File: config.mk
export PLATFORM = sky130hd
export DESIGN_NAME = regfile_banked
export DESIGN_NICKNAME = d
export VERILOG_FILES = /design/src/rtl/regfile_banked.sv
export SDC_FILE = /design/constraint.sdc
export NUM_CORES = 1
export LEC_CHECK = 0
export BUFFER_PORTS_ARGS = -buffer_cell sky130_fd_sc_hd__clkbuf_2
export CORE_MARGIN = 1
export CORE_UTILIZATION = 60
export CTS_CLUSTER_DIAMETER = 50
export DETAILED_ROUTE_END_ITERATION = 8
export HOLD_SLACK_MARGIN = 0.02
export PLACE_DENSITY = 0.8
export SETUP_SLACK_MARGIN = 0.05
export SLEW_MARGIN = 20
export SYNTH_ARGS = -nofsm -noshare
export SYNTH_HDL_FRONTEND = slang
export SYNTH_SLANG_ARGS = --single-unit
File: constraint.sdc
create_clock -name clk -period 2.18 [get_ports clk]
set_input_delay 0.109 -clock clk [delete_from_list [all_inputs] [get_ports clk]]
set_output_delay 0.109 -clock clk [all_outputs]
set_load 0.01 [all_outputs]
File: src/rtl/regfile_banked.sv
// Register file with a live bank, a shadow bank and a small FSM that copies
// one bank to the other one register per cycle (save / restore).
module regfile_banked #(
  parameter int DATA_W   = 8,
  parameter int ADDR_W   = 2,
  parameter int ZERO_REG = 0,
  parameter int BYPASS   = 1
) (
  input  logic              clk,
  input  logic              reset,
  input  logic              we,
  input  logic [ADDR_W-1:0] waddr,
  input  logic [DATA_W-1:0] wdata,
  input  logic [ADDR_W-1:0] ra_addr,
  input  logic [ADDR_W-1:0] rb_addr,
  output logic [DATA_W-1:0] ra_data,
  output logic [DATA_W-1:0] rb_data,
  input  logic              save_req,
  input  logic              restore_req,
  output logic              busy,
  output logic              done,
  output logic              shadow_valid,
  output logic              wr_drop,
  output logic              restore_err
);

  localparam int NREGS = 2 ** ADDR_W;

  typedef enum logic [1:0] {
    ST_IDLE    = 2'd0,
    ST_SAVE    = 2'd1,
    ST_RESTORE = 2'd2
  } state_t;

  state_t            state_q, state_d;
  logic [ADDR_W-1:0] idx_q, idx_d;
  logic [DATA_W-1:0] live_q   [NREGS];
  logic [DATA_W-1:0] shadow_q [NREGS];
  logic              busy_q, busy_d;
  logic              sv_q, sv_d;
  logic              done_q, done_d;
  logic              wr_drop_q, wr_drop_d;
  logic              restore_err_q, restore_err_d;

  logic              zero_en_s;
  logic              wr_acc_s;
  logic              last_idx_s;
  logic              idx_is_zero_s;

  assign zero_en_s     = (ZERO_REG != 0);
  assign wr_acc_s      = we && !busy_q && !(zero_en_s && (waddr == {ADDR_W{1'b0}}));
  assign last_idx_s    = (idx_q == ADDR_W'(NREGS - 1));
  assign idx_is_zero_s = (idx_q == {ADDR_W{1'b0}});

  // Read mux: hardwired zero wins over forwarding, forwarding over storage.
  function automatic logic [DATA_W-1:0] read_port(input logic [ADDR_W-1:0] addr);
    logic [DATA_W-1:0] val;
    if (zero_en_s && (addr == {ADDR_W{1'b0}})) begin
      val = {DATA_W{1'b0}};
    end else if ((BYPASS != 0) && wr_acc_s && (addr == waddr)) begin
      val = wdata;
    end else begin
      val = live_q[addr];
    end
    return val;
  endfunction

  // Combinational read ports
  always_comb begin
    ra_data = read_port(ra_addr);
    rb_data = read_port(rb_addr);
  end

  // Next-state and pulse logic for the save/restore sequencer
  always_comb begin
    state_d       = state_q;
    idx_d         = idx_q;
    sv_d          = sv_q;
    done_d        = 1'b0;
    restore_err_d = 1'b0;
    wr_drop_d     = we && busy_q;
    case (state_q)
      ST_IDLE: begin
        if (save_req) begin
          state_d = ST_SAVE;
          idx_d   = {ADDR_W{1'b0}};
          sv_d    = 1'b0;
        end else if (restore_req) begin
          if (sv_q) begin
            state_d = ST_RESTORE;
            idx_d   = {ADDR_W{1'b0}};
          end else begin
            restore_err_d = 1'b1;
          end
        end else begin
          state_d = ST_IDLE;
        end
      end
      ST_SAVE: begin
        if (last_idx_s) begin
          state_d = ST_IDLE;
          idx_d   = {ADDR_W{1'b0}};
          done_d  = 1'b1;
          sv_d    = 1'b1;
        end else begin
          idx_d = idx_q + ADDR_W'(1);
        end
      end
      ST_RESTORE: begin
        if (last_idx_s) begin
          state_d = ST_IDLE;
          idx_d   = {ADDR_W{1'b0}};
          done_d  = 1'b1;
        end else begin
          idx_d = idx_q + ADDR_W'(1);
        end
      end
      default: begin
        state_d = ST_IDLE;
        idx_d   = {ADDR_W{1'b0}};
      end
    endcase
    busy_d = (state_d != ST_IDLE);
  end

  // Sequencer state and registered status pulses
  always_ff @(posedge clk or posedge reset) begin
    if (reset) begin
      state_q       <= ST_IDLE;
      idx_q         <= {ADDR_W{1'b0}};
      busy_q        <= 1'b0;
      sv_q          <= 1'b0;
      done_q        <= 1'b0;
      wr_drop_q     <= 1'b0;
      restore_err_q <= 1'b0;
    end else begin
      state_q       <= state_d;
      idx_q         <= idx_d;
      busy_q        <= busy_d;
      sv_q          <= sv_d;
      done_q        <= done_d;
      wr_drop_q     <= wr_drop_d;
      restore_err_q <= restore_err_d;
    end
  end

  // Live bank: restore copy has the port to itself because writes are dropped while busy
  always_ff @(posedge clk or posedge reset) begin
    if (reset) begin
      for (int i = 0; i < NREGS; i++) begin
        live_q[i] <= {DATA_W{1'b0}};
      end
    end else if (state_q == ST_RESTORE) begin
      if (!(zero_en_s && idx_is_zero_s)) begin
        live_q[idx_q] <= shadow_q[idx_q];
      end
    end else if (wr_acc_s) begin
      live_q[waddr] <= wdata;
    end
  end

  // Shadow bank
  always_ff @(posedge clk or posedge reset) begin
    if (reset) begin
      for (int i = 0; i < NREGS; i++) begin
        shadow_q[i] <= {DATA_W{1'b0}};
      end
    end else if (state_q == ST_SAVE) begin
      shadow_q[idx_q] <= live_q[idx_q];
    end
  end

  assign busy         = busy_q;
  assign done         = done_q;
  assign shadow_valid = sv_q;
  assign wr_drop      = wr_drop_q;
  assign restore_err  = restore_err_q;

endmodule

Yosys cells after proc, flatten, opt, wreduce, memory -nomap -nowiden --
Cells that the tools add are included.
Word-level totals: input port bits 19, flip-flop bits (word level) 73, word-level logic and storage cells 91
Operators by class: magnitude comparators 6, equal/unequal tests 9, reduce and logical (&&, ||, !) cells 14, mux-type cells 42, add/sub/neg operators 1, bitwise operators 4
Operators by type and width (count):
- 32-bit bitwise mux | 3
- 8-bit two-way mux | 12
- 8-bit binary-select mux with 2-bit select | 4
- 32-bit two-way mux | 2
- 8-bit demux with 2-bit select | 2
- 2-bit two-way mux | 8
- 3-bit greater-or-equal comparator (second input constant) | 4
- 2-bit NOT with 3-bit output | 4
- 1-bit two-way mux | 8
- 2-bit one-hot mux with 2 select lines | 2
- 1-bit logical AND | 6
- 3-bit by 1-bit less-than comparator with 1-bit output (second input constant) | 2
- 3-bit != test (second input constant) | 2
- 2-bit nonzero test | 3
- 2-bit equality test | 2
- 2-bit equality test (second input constant) | 2
- 2-bit != test (second input constant) | 2
- 3-bit AND reduction | 1
- 2-bit by 1-bit adder with 2-bit output (second input constant) | 1
- 2-bit by 1-bit equality test with 1-bit output (second input constant) | 1
- 2-bit logical NOT | 1
- 1-bit one-hot mux with 2 select lines | 1
- 2-bit AND reduction | 1
- 2-bit OR reduction | 1
- 1-bit logical NOT | 1

Logic depth before layout (Yosys ltp) --
depth in word-level cells 8, depth in mapped cells 8, gate-level depth less buffers 5

Worst setup path before layout --
Ideal clock, no wire load.
path kind flip-flop to flip-flop, start point register idx_q[0], end point register live_q[10] (netlist name), library setup time 0.125 ns, cell stages (with the launch flop) 7, arrival time 1.764 ns, path slack 0.292 ns, path through dfrtp_1 > buf_6 > buf_6 > inv_1 > ha_1 > a22oi_2 > mux2_2
On the way: cells in the longest elaborated chain, start to end 7, elaborated cells on any way between the ends 11, classes of those cells order compare (2); mux (7); bitwise (1); reduce/logical (1)
Ends and longest elaborated chain:
- start: declaration | RTL line 36 | logic [ADDR_W-1:0] idx_q, idx_d;
- start signal: assignment | RTL line 130 | idx_q <= {ADDR_W{1'b0}};
- start signal: assignment | RTL line 138 | idx_q <= idx_d;
- 2-bit NOT with 3-bit output (not written as such) * | RTL line 155 | live_q[idx_q] <= shadow_q[idx_q];
- 3-bit greater-or-equal comparator (not written as such) or 3-bit by 1-bit less-than comparator with 1-bit output (tied branches) | RTL line 155
- 1-bit logical AND (not written as such) | RTL line 155
- 8-bit two-way mux (not written as such) | RTL line 155
- 8-bit demux with 2-bit select | RTL line 155
- 32-bit bitwise mux * | RTL line 155
- 32-bit two-way mux * | RTL line 153 | end else if (state_q == ST_RESTORE) begin
- end signal: indexed assignment | RTL line 151 | live_q[i] <= {DATA_W{1'b0}};
- end signal: indexed assignment | RTL line 155
- end signal: indexed assignment | RTL line 158 | live_q[waddr] <= wdata;
- end: declaration | RTL line 37 | logic [DATA_W-1:0] live_q [NREGS];
Mark *: on every way between the ends. The rest lies on a longest branch, timed or not. The select of a mux whose other input is x is not followed. A chain may end at the register's enable or synchronous reset.

Final worst setup path --
start point register state_q[0], end point register live_q[5] (netlist name)
On the way: cells in the longest elaborated chain, start to end 2, elaborated cells on any way between the ends 3, classes of those cells eq/ne (1); mux (1); reduce/logical (1)
Ends and longest elaborated chain:
- start: declaration | RTL line 35 | state_t state_q, state_d;
- start signal: assignment | RTL line 137 | state_q <= state_d;
- 2-bit equality test * | RTL line 153
- 32-bit two-way mux or 2-bit nonzero test (tied branches)
Mark *: on every way between the ends. The rest lies on a longest branch, timed or not.

==> summary.md <==
| Metric | Value |
|---|---|
| Row cnt | 31 |
| Synth top area cells | sky130_fd_sc_hd__dfrtp_1 39%, sky130_fd_sc_hd__mux2_2 19%, sky130_fd_sc_hd__mux4_2 9.6% |
| Total wirelength of the detailed-routed design | 11,500 um |
| Fraction of the yosys area taken by sequential cells | 0.389 |
| Number of nets produced by synthesis | 372 |
| Aggregate global-route resource usage | 0.301 |
| Drt pass-1 iters | 6 |
| TritonCTS clock tree | built |
| Syn Inst Count | 344 |
| Final critical-path share of the clock period | 0.941 |
| Ant diodes | 0 |
| Critical path start-end classification | flip-flop to flip-flop |
| Leak pwr | 0.00232 uW |
| Max-slew violation total from the final report | 0 |
| Result of the run | complete, no violations |
| Number of distinct library cell variants in the gate-level netlist after synthesis | 34 |
| # setup viols final | 0 |
| Initial antenna violation count | 0 |
| Category of the worst setup path capture point | flip-flop |
| Library cell with the largest summed area after synthesis | sky130_fd_sc_hd__dfrtp_1 |
| Hold buffers post-CTS | 1 |
| Synthesis Warnings | 0 |
| Average footprint of a synthesized cell | 13.7 sq um |
| Area growth, synth to finish | 10.0% |
| Final HPWL DP | 7870 um |
| Power Dens Cells | 1030 nW/um^2 |
| Detailed-route vias per instance | 7.05 |
| Netlist area before placement | 4700 sq um |
| Floorplan die width | 90.5 um |
| Number of global-route vias before repair | 3,436 |
| Routability congestion estimate | 0.828 |
| Clock-pin transition on the worst setup and hold timing paths | 0.08 ns |
| Clock period minus worst slack | 2.05 ns |
| Setup Fix Bufs, Post-CTS | 0 |
| Initial standard-cell utilization of the core | 0.635 |
| Global-route wire length before repair | 18,500 um |
| Critical path peak fanout | 44 |
| Highest-count cells in the layout ignoring fill and taps | 80 x sky130_fd_sc_hd__mux2_2, 73 x sky130_fd_sc_hd__dfrtp_1, 39 x sky130_fd_sc_hd__clkbuf_2 |
| Slew of the pin with the lowest slew margin | 0.563 ns |
| Clock insertion delay at the later pin of the skew report | 0.36 ns |
| RSZ-0062 raised after global routing | false |
| Initial drt markers | 303 |
| Number of buffers created by CTS | 9 |
| Placeable Area | 7410 sq um |
| Final-stage net count | 409 |
| Number of hold-slack violations in the final timing report | 0 |
| Proportion of synthesized flip-flops having asynchronous set or reset | 1.00 |
| Number of clock sinks | 73 |
| Buffer cell driving the clock tree root | sky130_fd_sc_hd__clkbuf_8 |
| Hold WS | 0.0357 ns |
| Summed negative setup slack over all endpoints | 0 ns |
| Flip-flop and latch count after synthesis | 73 |
| Maximum ir drop on the vdd rail | 0.000732 V |
| Fill count | 526 |
| Count of maximum capacitance violations | 0 |
| Area of the die | 8190 sq um |
| Deepest clock path buffer count | 2 |
| Top achievable clock speed | 488 MHz |
| Post-synth top area share | 0.389 |
| Fraction of final layout cells sized beyond drive strength 1 | 0.451 |
| Wire per inst | 23.8 um |
| Routed via count | 3,417 |
| Maximum clock skew at final layout | 0.0103 ns |
| Most common cell after layout, fill and taps aside | sky130_fd_sc_hd__mux2_2 |
| DRC | 0 |
| Post-CTS sizing | 0 |
| H-tree levels | 3 |
| Antenna violation net count after detailed routing | 0 |
| Number of enable flip-flop cells after synthesis | 0 |
| Largest net degree at the start of global routing | 45 |
| Worst hold path type | input port to flip-flop |
| Power, Total | 5320 uW |
| CP startpoint kind | flip-flop |
| Top flip-flop cell by instance count after synthesis | sky130_fd_sc_hd__dfrtp_1 |
| PortBufs | 39 |
| Required arrival time at the worst endpoint | 2.48 ns |
| Critical path data arrival time | 2.35 ns |
| Chip Height | 90.5 um |
| Max-Slew Margin vs Limit | 0.614 |
| Number of I/O pins | 40 |
| Remaining global-route overflow | 0 |
metrics by stage:
step / setup WS (ns) / util / area, sq um / instances
4_1_cts: 0.186 / 0.698 / 5170 / 485
5_1_grt: 0.0511 / 0.698 / 5170 / 485
2_1_floorplan: 0.218 / - / 4700 / 344
6_report: 0.129 / 0.698 / 5170 / 485
3_3_place_gp: 0.253 / 0.672 / 4980 / 468
3_5_place_dp: 0.194 / 0.672 / 4980 / 468
synthesized netlist by cell type, drive strengths merged (2+ instances only):
| library cell | count |
|---|---|
| nor3b | 2 |
| clkbuf | 7 |
| dfrtp | 73 |
| mux4 | 24 |
| inv | 6 |
| a22oi | 2 |
| a32oi | 2 |
| xnor2 | 4 |
| nor2b | 3 |
| nor2 | 3 |
| or4bb | 16 |
| and3b | 3 |
| mux2 | 80 |
| or4b | 8 |
| nand3b | 4 |
| nand3 | 7 |
| and2 | 2 |
| buf | 17 |
| nand2 | 6 |
| nand4b | 8 |
| ha | 9 |
| mux2i | 18 |
| o221ai | 32 |
| a21oi | 4 |
final timing paths:
kind	slack [ns]	depth (start not counted)	startpoint	end
worst max-delay path	0.13	6	state_q[0]	live_q[5]
worst min-delay path	0.04	2	restore_req	restore_err
worst max register to register	0.13	6	state_q[0]	live_q[5]
worst min register to register	0.51	1	shadow_q[24]	shadow_q[24]
max in group asynchronous	1.37	4	reset	live_q[27]
min in group asynchronous	0.38	4	reset	shadow_q[1]
routing by layer:
layer,up-vias,global-route usage,share of wire
li1,1476,-,-
met1,1729,0.393,0.39
met2,169,0.483,0.49
met3,43,0.0699,0.079
met4,0,0.128,0.034
met5,-,0,0
logic make-up after synthesis:
logic type	share of synthesized area
compound gates	0.0846
xor+xnor	0.00745
flops	0.389
mux	0.348
fa+ha+maj	0.0240
buf+inv	0.0354
simple gates	0.112
cell type report:
| class | count | area, sq um | area share |
|---|---|---|---|
| multi-input combinational | 241 | 2710 | 0.523 |
| sequential | 73 | 1830 | 0.353 |
| timing repair buffer | 50 | 305 | 0.0590 |
| clock buffer | 10 | 138 | 0.0266 |
| tap | 99 | 124 | 0.0239 |
| clock inverter | 6 | 48.8 | 0.00943 |
| inverter | 6 | 22.5 | 0.00435 |
critical path: stages (launching register included):
cell and delay (ns):
sky130_fd_sc_hd__dfrtp_1 0.42, sky130_fd_sc_hd__inv_1 0.09, sky130_fd_sc_hd__ha_1 0.27, sky130_fd_sc_hd__buf_12 0.24
sky130_fd_sc_hd__nand3_1 0.44, sky130_fd_sc_hd__o221ai_1 0.34, sky130_fd_sc_hd__mux2_2 0.19
sequential cells by signal, indices dropped and copies added (netlist names):
name,cells
live_q,32
state_q,2
shadow_valid,1
shadow_q,32
wr_drop,1
restore_err,1
idx_q,2
busy,1
done,1
report_power, final:
part	internal, uW	switching [uW]	total, uW
sequential	1780	314	2100
clock	455	548	1000
combinational	1110	1110	2220
Power figures use the tool's default switching activity.
